### config.mk
export PLATFORM = sky130hd
export DESIGN_NAME = alu_decode_issue
export DESIGN_NICKNAME = d
export VERILOG_FILES = /design/src/rtl/alu_decode_issue.sv
export SDC_FILE = /design/constraint.sdc
export NUM_CORES = 1
export LEC_CHECK = 0
export BUFFER_PORTS_ARGS = -buffer_cell sky130_fd_sc_hd__buf_2
export CAP_MARGIN = 10
export CORE_MARGIN = 4
export CORE_UTILIZATION = 45
export CTS_BUF_LIST = sky130_fd_sc_hd__clkbuf_8
export DETAILED_ROUTE_END_ITERATION = 7
export PLACE_DENSITY = 0.82
export SKIP_LAST_GASP = 1
export SLEW_MARGIN = 20
export SYNTH_ARGS = -nofsm -noshare
export SYNTH_HDL_FRONTEND = slang
export SYNTH_SLANG_ARGS = --single-unit
### constraint.sdc
create_clock -name clk -period 2 [get_ports clk]
set_input_delay 0.4 -clock clk [delete_from_list [all_inputs] [get_ports clk]]
set_output_delay 0.4 -clock clk [all_outputs]
set_load 0.02 [all_outputs]
### src/rtl/alu_decode_issue.sv
// Decode/issue stage for the 16-bit ALU: one registered issue slot fed over valid/ready,
// with HALT/illegal detection that stops intake until a flush.
module alu_decode_issue #(
    parameter int CNT_W = 16
) (
    input  logic             clk,
    input  logic             rst_n,
    input  logic             in_valid,
    output logic             in_ready,
    input  logic [15:0]      instr,
    input  logic             flush,
    output logic             out_valid,
    input  logic             out_ready,
    output logic [3:0]       alu_op,
    output logic [2:0]       rs,
    output logic [2:0]       rt,
    output logic [2:0]       rd,
    output logic [15:0]      imm,
    output logic             use_imm,
    output logic             wr_en,
    output logic             halt,
    output logic             illegal,
    output logic [CNT_W-1:0] issued_cnt
);

    typedef struct packed {
        logic [3:0]  op;
        logic [2:0]  rs;
        logic [2:0]  rt;
        logic [2:0]  rd;
        logic [15:0] imm;
        logic        use_imm;
        logic        wr_en;
        logic        halt;
        logic        illegal;
    } dec_t;

    typedef enum logic {
        ST_RUN    = 1'b0,
        ST_HALTED = 1'b1
    } state_t;

    function automatic dec_t decode(input logic [15:0] ins);
        dec_t d;
        logic r_form;
        logic i1_form;
        logic i2_form;
        logic sext;
        d       = '0;
        r_form  = 1'b0;
        i1_form = 1'b0;
        i2_form = 1'b0;
        sext    = 1'b0;
        case (ins[15:11])
            5'b11011: begin r_form = 1'b1; d.op = {2'b00, ins[1:0]}; end
            5'b11010: begin r_form = 1'b1; d.op = {2'b01, ins[1:0]}; end
            5'b11100: begin r_form = 1'b1; d.op = 4'hC; end
            5'b11101: begin r_form = 1'b1; d.op = 4'hE; end
            5'b11110: begin r_form = 1'b1; d.op = 4'hF; end
            5'b11111: begin r_form = 1'b1; d.op = 4'hA; end
            5'b01000: begin i1_form = 1'b1; sext = 1'b1; d.op = 4'h0; end
            5'b01001: begin i1_form = 1'b1; sext = 1'b1; d.op = 4'h1; end
            5'b01010: begin i1_form = 1'b1; d.op = 4'h2; end
            5'b01011: begin i1_form = 1'b1; d.op = 4'h3; end
            // ROLI/SLLI/RORI/SRLI: the low opcode bits select the shift flavour directly
            5'b10100, 5'b10101, 5'b10110, 5'b10111: begin
                i1_form = 1'b1;
                d.op    = {2'b01, ins[12:11]};
            end
            5'b11001: begin i1_form = 1'b1; d.op = 4'h8; end
            5'b11000: begin i2_form = 1'b1; sext = 1'b1; d.op = 4'hB; end
            5'b10010: begin i2_form = 1'b1; d.op = 4'hD; end
            5'b00001: d.op = 4'h0;
            5'b00000: d.halt = 1'b1;
            default:  d.illegal = 1'b1;
        endcase

        if (r_form) begin
            d.rs = ins[10:8];
            d.rt = ins[7:5];
            d.rd = ins[4:2];
        end
        if (i1_form) begin
            d.rs  = ins[10:8];
            d.rd  = ins[7:5];
            d.imm = sext ? {{11{ins[4]}}, ins[4:0]} : {11'b0, ins[4:0]};
        end
        if (i2_form) begin
            d.rs  = ins[10:8];
            d.rd  = ins[10:8];
            d.imm = sext ? {{8{ins[7]}}, ins[7:0]} : {8'b0, ins[7:0]};
        end
        d.use_imm = i1_form | i2_form;
        d.wr_en   = r_form | i1_form | i2_form;
        return d;
    endfunction

    state_t           state;
    state_t           state_nxt;
    dec_t             dec_p0;
    dec_t             slot_p1;
    logic             vld_p1;
    logic             accept;
    logic             consume;
    logic [CNT_W-1:0] cnt;

    // ---- p0: combinational decode and handshake ----
    always_comb dec_p0 = decode(instr);

    assign consume  = vld_p1 & out_ready;
    assign in_ready = (state == ST_RUN) & (~vld_p1 | out_ready) & ~flush;
    assign accept   = in_valid & in_ready;

    always_comb begin
        state_nxt = state;
        if (flush) begin
            state_nxt = ST_RUN;
        end else if (accept && (dec_p0.halt || dec_p0.illegal)) begin
            state_nxt = ST_HALTED;
        end
    end

    always_ff @(posedge clk or negedge rst_n) begin
        if (!rst_n) begin
            state <= ST_RUN;
        end else begin
            state <= state_nxt;
        end
    end

    // ---- p1: issue slot register ----
    always_ff @(posedge clk or negedge rst_n) begin
        if (!rst_n) begin
            vld_p1  <= 1'b0;
            slot_p1 <= '0;
        end else if (flush) begin
            vld_p1 <= 1'b0;
        end else if (accept) begin
            vld_p1  <= 1'b1;
            slot_p1 <= dec_p0;
        end else if (consume) begin
            vld_p1 <= 1'b0;
        end
    end

    // Counts every slot execute takes, including one taken in the same cycle as a flush.
    always_ff @(posedge clk or negedge rst_n) begin
        if (!rst_n) begin
            cnt <= '0;
        end else if (consume && !(&cnt)) begin
            cnt <= cnt + {{(CNT_W-1){1'b0}}, 1'b1};
        end
    end

    assign out_valid  = vld_p1;
    assign alu_op     = slot_p1.op;
    assign rs         = slot_p1.rs;
    assign rt         = slot_p1.rt;
    assign rd         = slot_p1.rd;
    assign imm        = slot_p1.imm;
    assign use_imm    = slot_p1.use_imm;
    assign wr_en      = slot_p1.wr_en;
    assign halt       = slot_p1.halt;
    assign illegal    = slot_p1.illegal;
    assign issued_cnt = cnt;

endmodule

==> summary.md <==
| Metric | Value |
|---|---|
| Status | `complete, no violations` |
| Initial Util | `0.4625` |
| P per Cell Area | `817.2 nW/µm²` |
| Top cell type's share of synthesized area | `0.4691` |
| Setup CP Type | `register to register` |
| PostCTS Resize Cnt | `0` |
| CP endpoint kind | `register` |
| Placed Area | `2713 µm²` |
| Worst skew pair latency | `290 ps` |
| Final ANT Viol Nets | `0` |
| Required @ worst endpoint | `2170 ps` |
| Peak supply drop | `400.5 µV` |
| CTS buffer count | `5` |
| Tcrit/Tclk final | `0.8534` |
| Worst-Margin Slew | `542.2 ps` |
| Antenna violations before repair | `0` |
| Asr flop ratio synth | `1.000` |
| Port Buffers | `71` |
| Hold_buf cts | `0` |
| Vias/cell | `5.406` |
| Setup Fix Bufs, Post-CTS | `0` |
| Syn Nets | `266` |
| Crit path DAT | `1870 ps` |
| CTS tree | `built` |
| Vert. Die Dim | `80.22 µm` |
| Multi-input gate area in the final layout | `1101 µm²` |
| Design Power | `2.296 mW` |
| # setup viols final | `0` |
| Syn Area/Cell | `9.620 µm²` |
| All-layer global routing usage | `0.1796` |
| Drt total wl | `5.532 mm` |
| Count of cell types in the netlist | `54` |
| Static leakage | `1.399 nW` |
| DIE AREA | `6435 µm²` |
| Worst-path clk slew | `70 ps` |
| # fillers | `475` |
| Post-route DRC | `0` |
| First-pass GRT wire length | `9.259 mm` |
| Hold slack | `172.6 ps` |
| CTS max path bufs | `2` |
| Largest net degree at the start of global routing | `45` |
| RSZ-0062 raised after global routing | `no` |
| Seq cells post-synth | `44` |
| Gp weighted congestion | `0.8787` |
| Rows | `26` |
| Vias | `2038` |
| Grt total ovfl | `0` |
| NumNets Final | `329` |
| Startpoint types | `register` |
| Core ar. | `5075 µm²` |
| Area leader, netlist | `dfrtp_1` |
| H-Tree Depth | `2` |
| Register area share after synthesis | `0.4691` |
| Clk_skew | `5.772 ps` |
| WL/cell | `14.67 µm` |
| DP Wirelength | `4.274 mm` |
| Final setup TNS | `0 ps` |
| Root Buffer | `clkbuf_8` |
| Number of synthesized flops with an enable pin | `0` |
| MaxCap Viol Count | `0` |
| Setup slack, reg-to-reg | `290 ps` |
| Final hold violation count | `0` |
| Hold Path Class | `input pin to async pin` |
| Top post-synthesis cells by area | `dfrtp_1 47%, nand2_1 5.9%, o21ai_0 4.3%` |
| Area growth, synth to finish | `19.67%` |
| Fraction of layout cells with a size suffix above 1 | `0.3127` |
| IO Pins | `72` |
| Minimum clock period | `1707 ps` |
| Pre-CTS setup slack | `321.3 ps` |
| Clock sink count | `44` |
| Cell area after layout | `2809 µm²` |
| Synth Instances | `244` |
| N_diodes | `0` |
| First drt pass iteration count | `4` |
| Register Area | `1101 µm²` |
| 1st-iter DRT viols | `69` |
| Synth Cell Area | `2347 µm²` |
| Fmax | `585.9 MHz` |
| Synth warnings | `0` |
| Max Slew Vio Count | `0` |
| Vias in the first global route | `2022` |
| Slew headroom | `0.6385` |
| Min setup slack post-route | `293.3 ps` |
| Overall die width | `80.22 µm` |
| Synth Flop Type | `dfrtp_1` |
| Crit path max fanout | `5` |
==> power by group <==
group / switching (mW) / internal (mW)
Sequential: 0.105 / 1.01
Clock: 0.281 / 0.308
Combinational: 0.385 / 0.210
==> sequential cells by signal, summed over array words and instances (netlist names) <==
| name | cells |
|---|---|
| alu_op | 4 |
| halt | 1 |
| illegal | 1 |
| imm | 9 |
| issued_cnt | 16 |
| out_valid | 1 |
| rd | 3 |
| rs | 3 |
| rt | 3 |
| state | 1 |
| use_imm | 1 |
| wr_en | 1 |
==> Yosys cell counts, drive strengths merged (6+ instances only) <==
master and instances:
a21oi 15, a22o 6, nand3 10, xor2 8, inv 8, buf 13
nor2 6, nor3 7, dfrtp 44, o21ai 22, clkbuf 7, nand2 37
==> cell families (layout without fill, tap and decap cells) <==
group | count (synthesis) | count (layout) | share of synthesized area
and+or+nand+nor | 84 | 84 | 0.1935
AOI/OAI and AO/OA | 71 | 71 | 0.2074
DFF | 44 | 44 | 0.4691
buffers and inverters | 28 | 91 | 0.06183
xor gates and xnor gates | 13 | 13 | 0.04851
muxes | 3 | 3 | 0.01439
adders and majority gates | 1 | 1 | 0.005330
==> final timing paths <==
path | start | endpoint | cells past startpoint
setup reg to reg | issued_cnt[0] | issued_cnt[8] | 5
hold reg to reg | rt[2] | rt[2] | 2
setup / recovery | issued_cnt[0] | issued_cnt[8] | 5
hold / removal | rst_n | issued_cnt[2] | 2
min in group clk | flush | state | 2
max in group asynchronous | rst_n | imm[5] | 2
==> area by class of cell <==
class / count / share of cell area
Clock buffer: 7 / 0.03430
Timing Repair Buffer: 76 / 0.1399
Inverter: 8 / 0.01069
Sequential cell: 44 / 0.3920
Multi-Input combinational cell: 172 / 0.3920
Tap cell: 70 / 0.03118
==> routing by layer <==
metal | wire length, µm | GRT usage | vias up
met1 | 2327 | 0.2209 | 963
li1 | - | - | 992
met3 | 356 | 0.04148 | 8
met5 | 0 | 0 | -
met2 | 2778 | 0.3187 | 75
met4 | 69 | 0.03885 | 0
==> placed cells by master, fill, tap and decap left out, types with 2 or more instances in the layout <==
| cell type | n |
|---|---|
| a211oi_1 | 5 |
| nand4_1 | 2 |
| mux2_1 | 2 |
| nor3_1 | 5 |
| inv_1 | 8 |
| nor2b_1 | 5 |
| nor2_1 | 6 |
| o211ai_1 | 3 |
| o31ai_1 | 2 |
| dfrtp_1 | 44 |
| and3_1 | 3 |
| clkbuf_8 | 7 |
| a22o_1 | 6 |
| o32ai_1 | 2 |
| xor2_1 | 8 |
| buf_2 | 71 |
| nand2b_1 | 3 |
| o21ai_1 | 2 |
| nand2_1 | 37 |
| nor4b_2 | 2 |
| xnor2_1 | 5 |
| a31oi_1 | 2 |
| o21ai_0 | 20 |
| nand3_1 | 9 |
| a32o_1 | 2 |
| o22ai_1 | 2 |
| buf_4 | 5 |
| a21oi_1 | 14 |
==> through the flow <==
stage | utilization | std cells
after floorplan | - | 244
after global placement | 0.5345 | 370
after detailed placement | 0.5345 | 370
after CTS | 0.5535 | 377
after global routing | 0.5535 | 377
final | 0.5535 | 377
==> worst max-delay path, stage by stage (launching register included) <==
cell and delay (ps):
dfrtp_1 420, ha_1 210, nand3_2 140, nor3_1 440, nand4b_1 200, xnor2_1 170
Power figures use the tool's default switching activity.
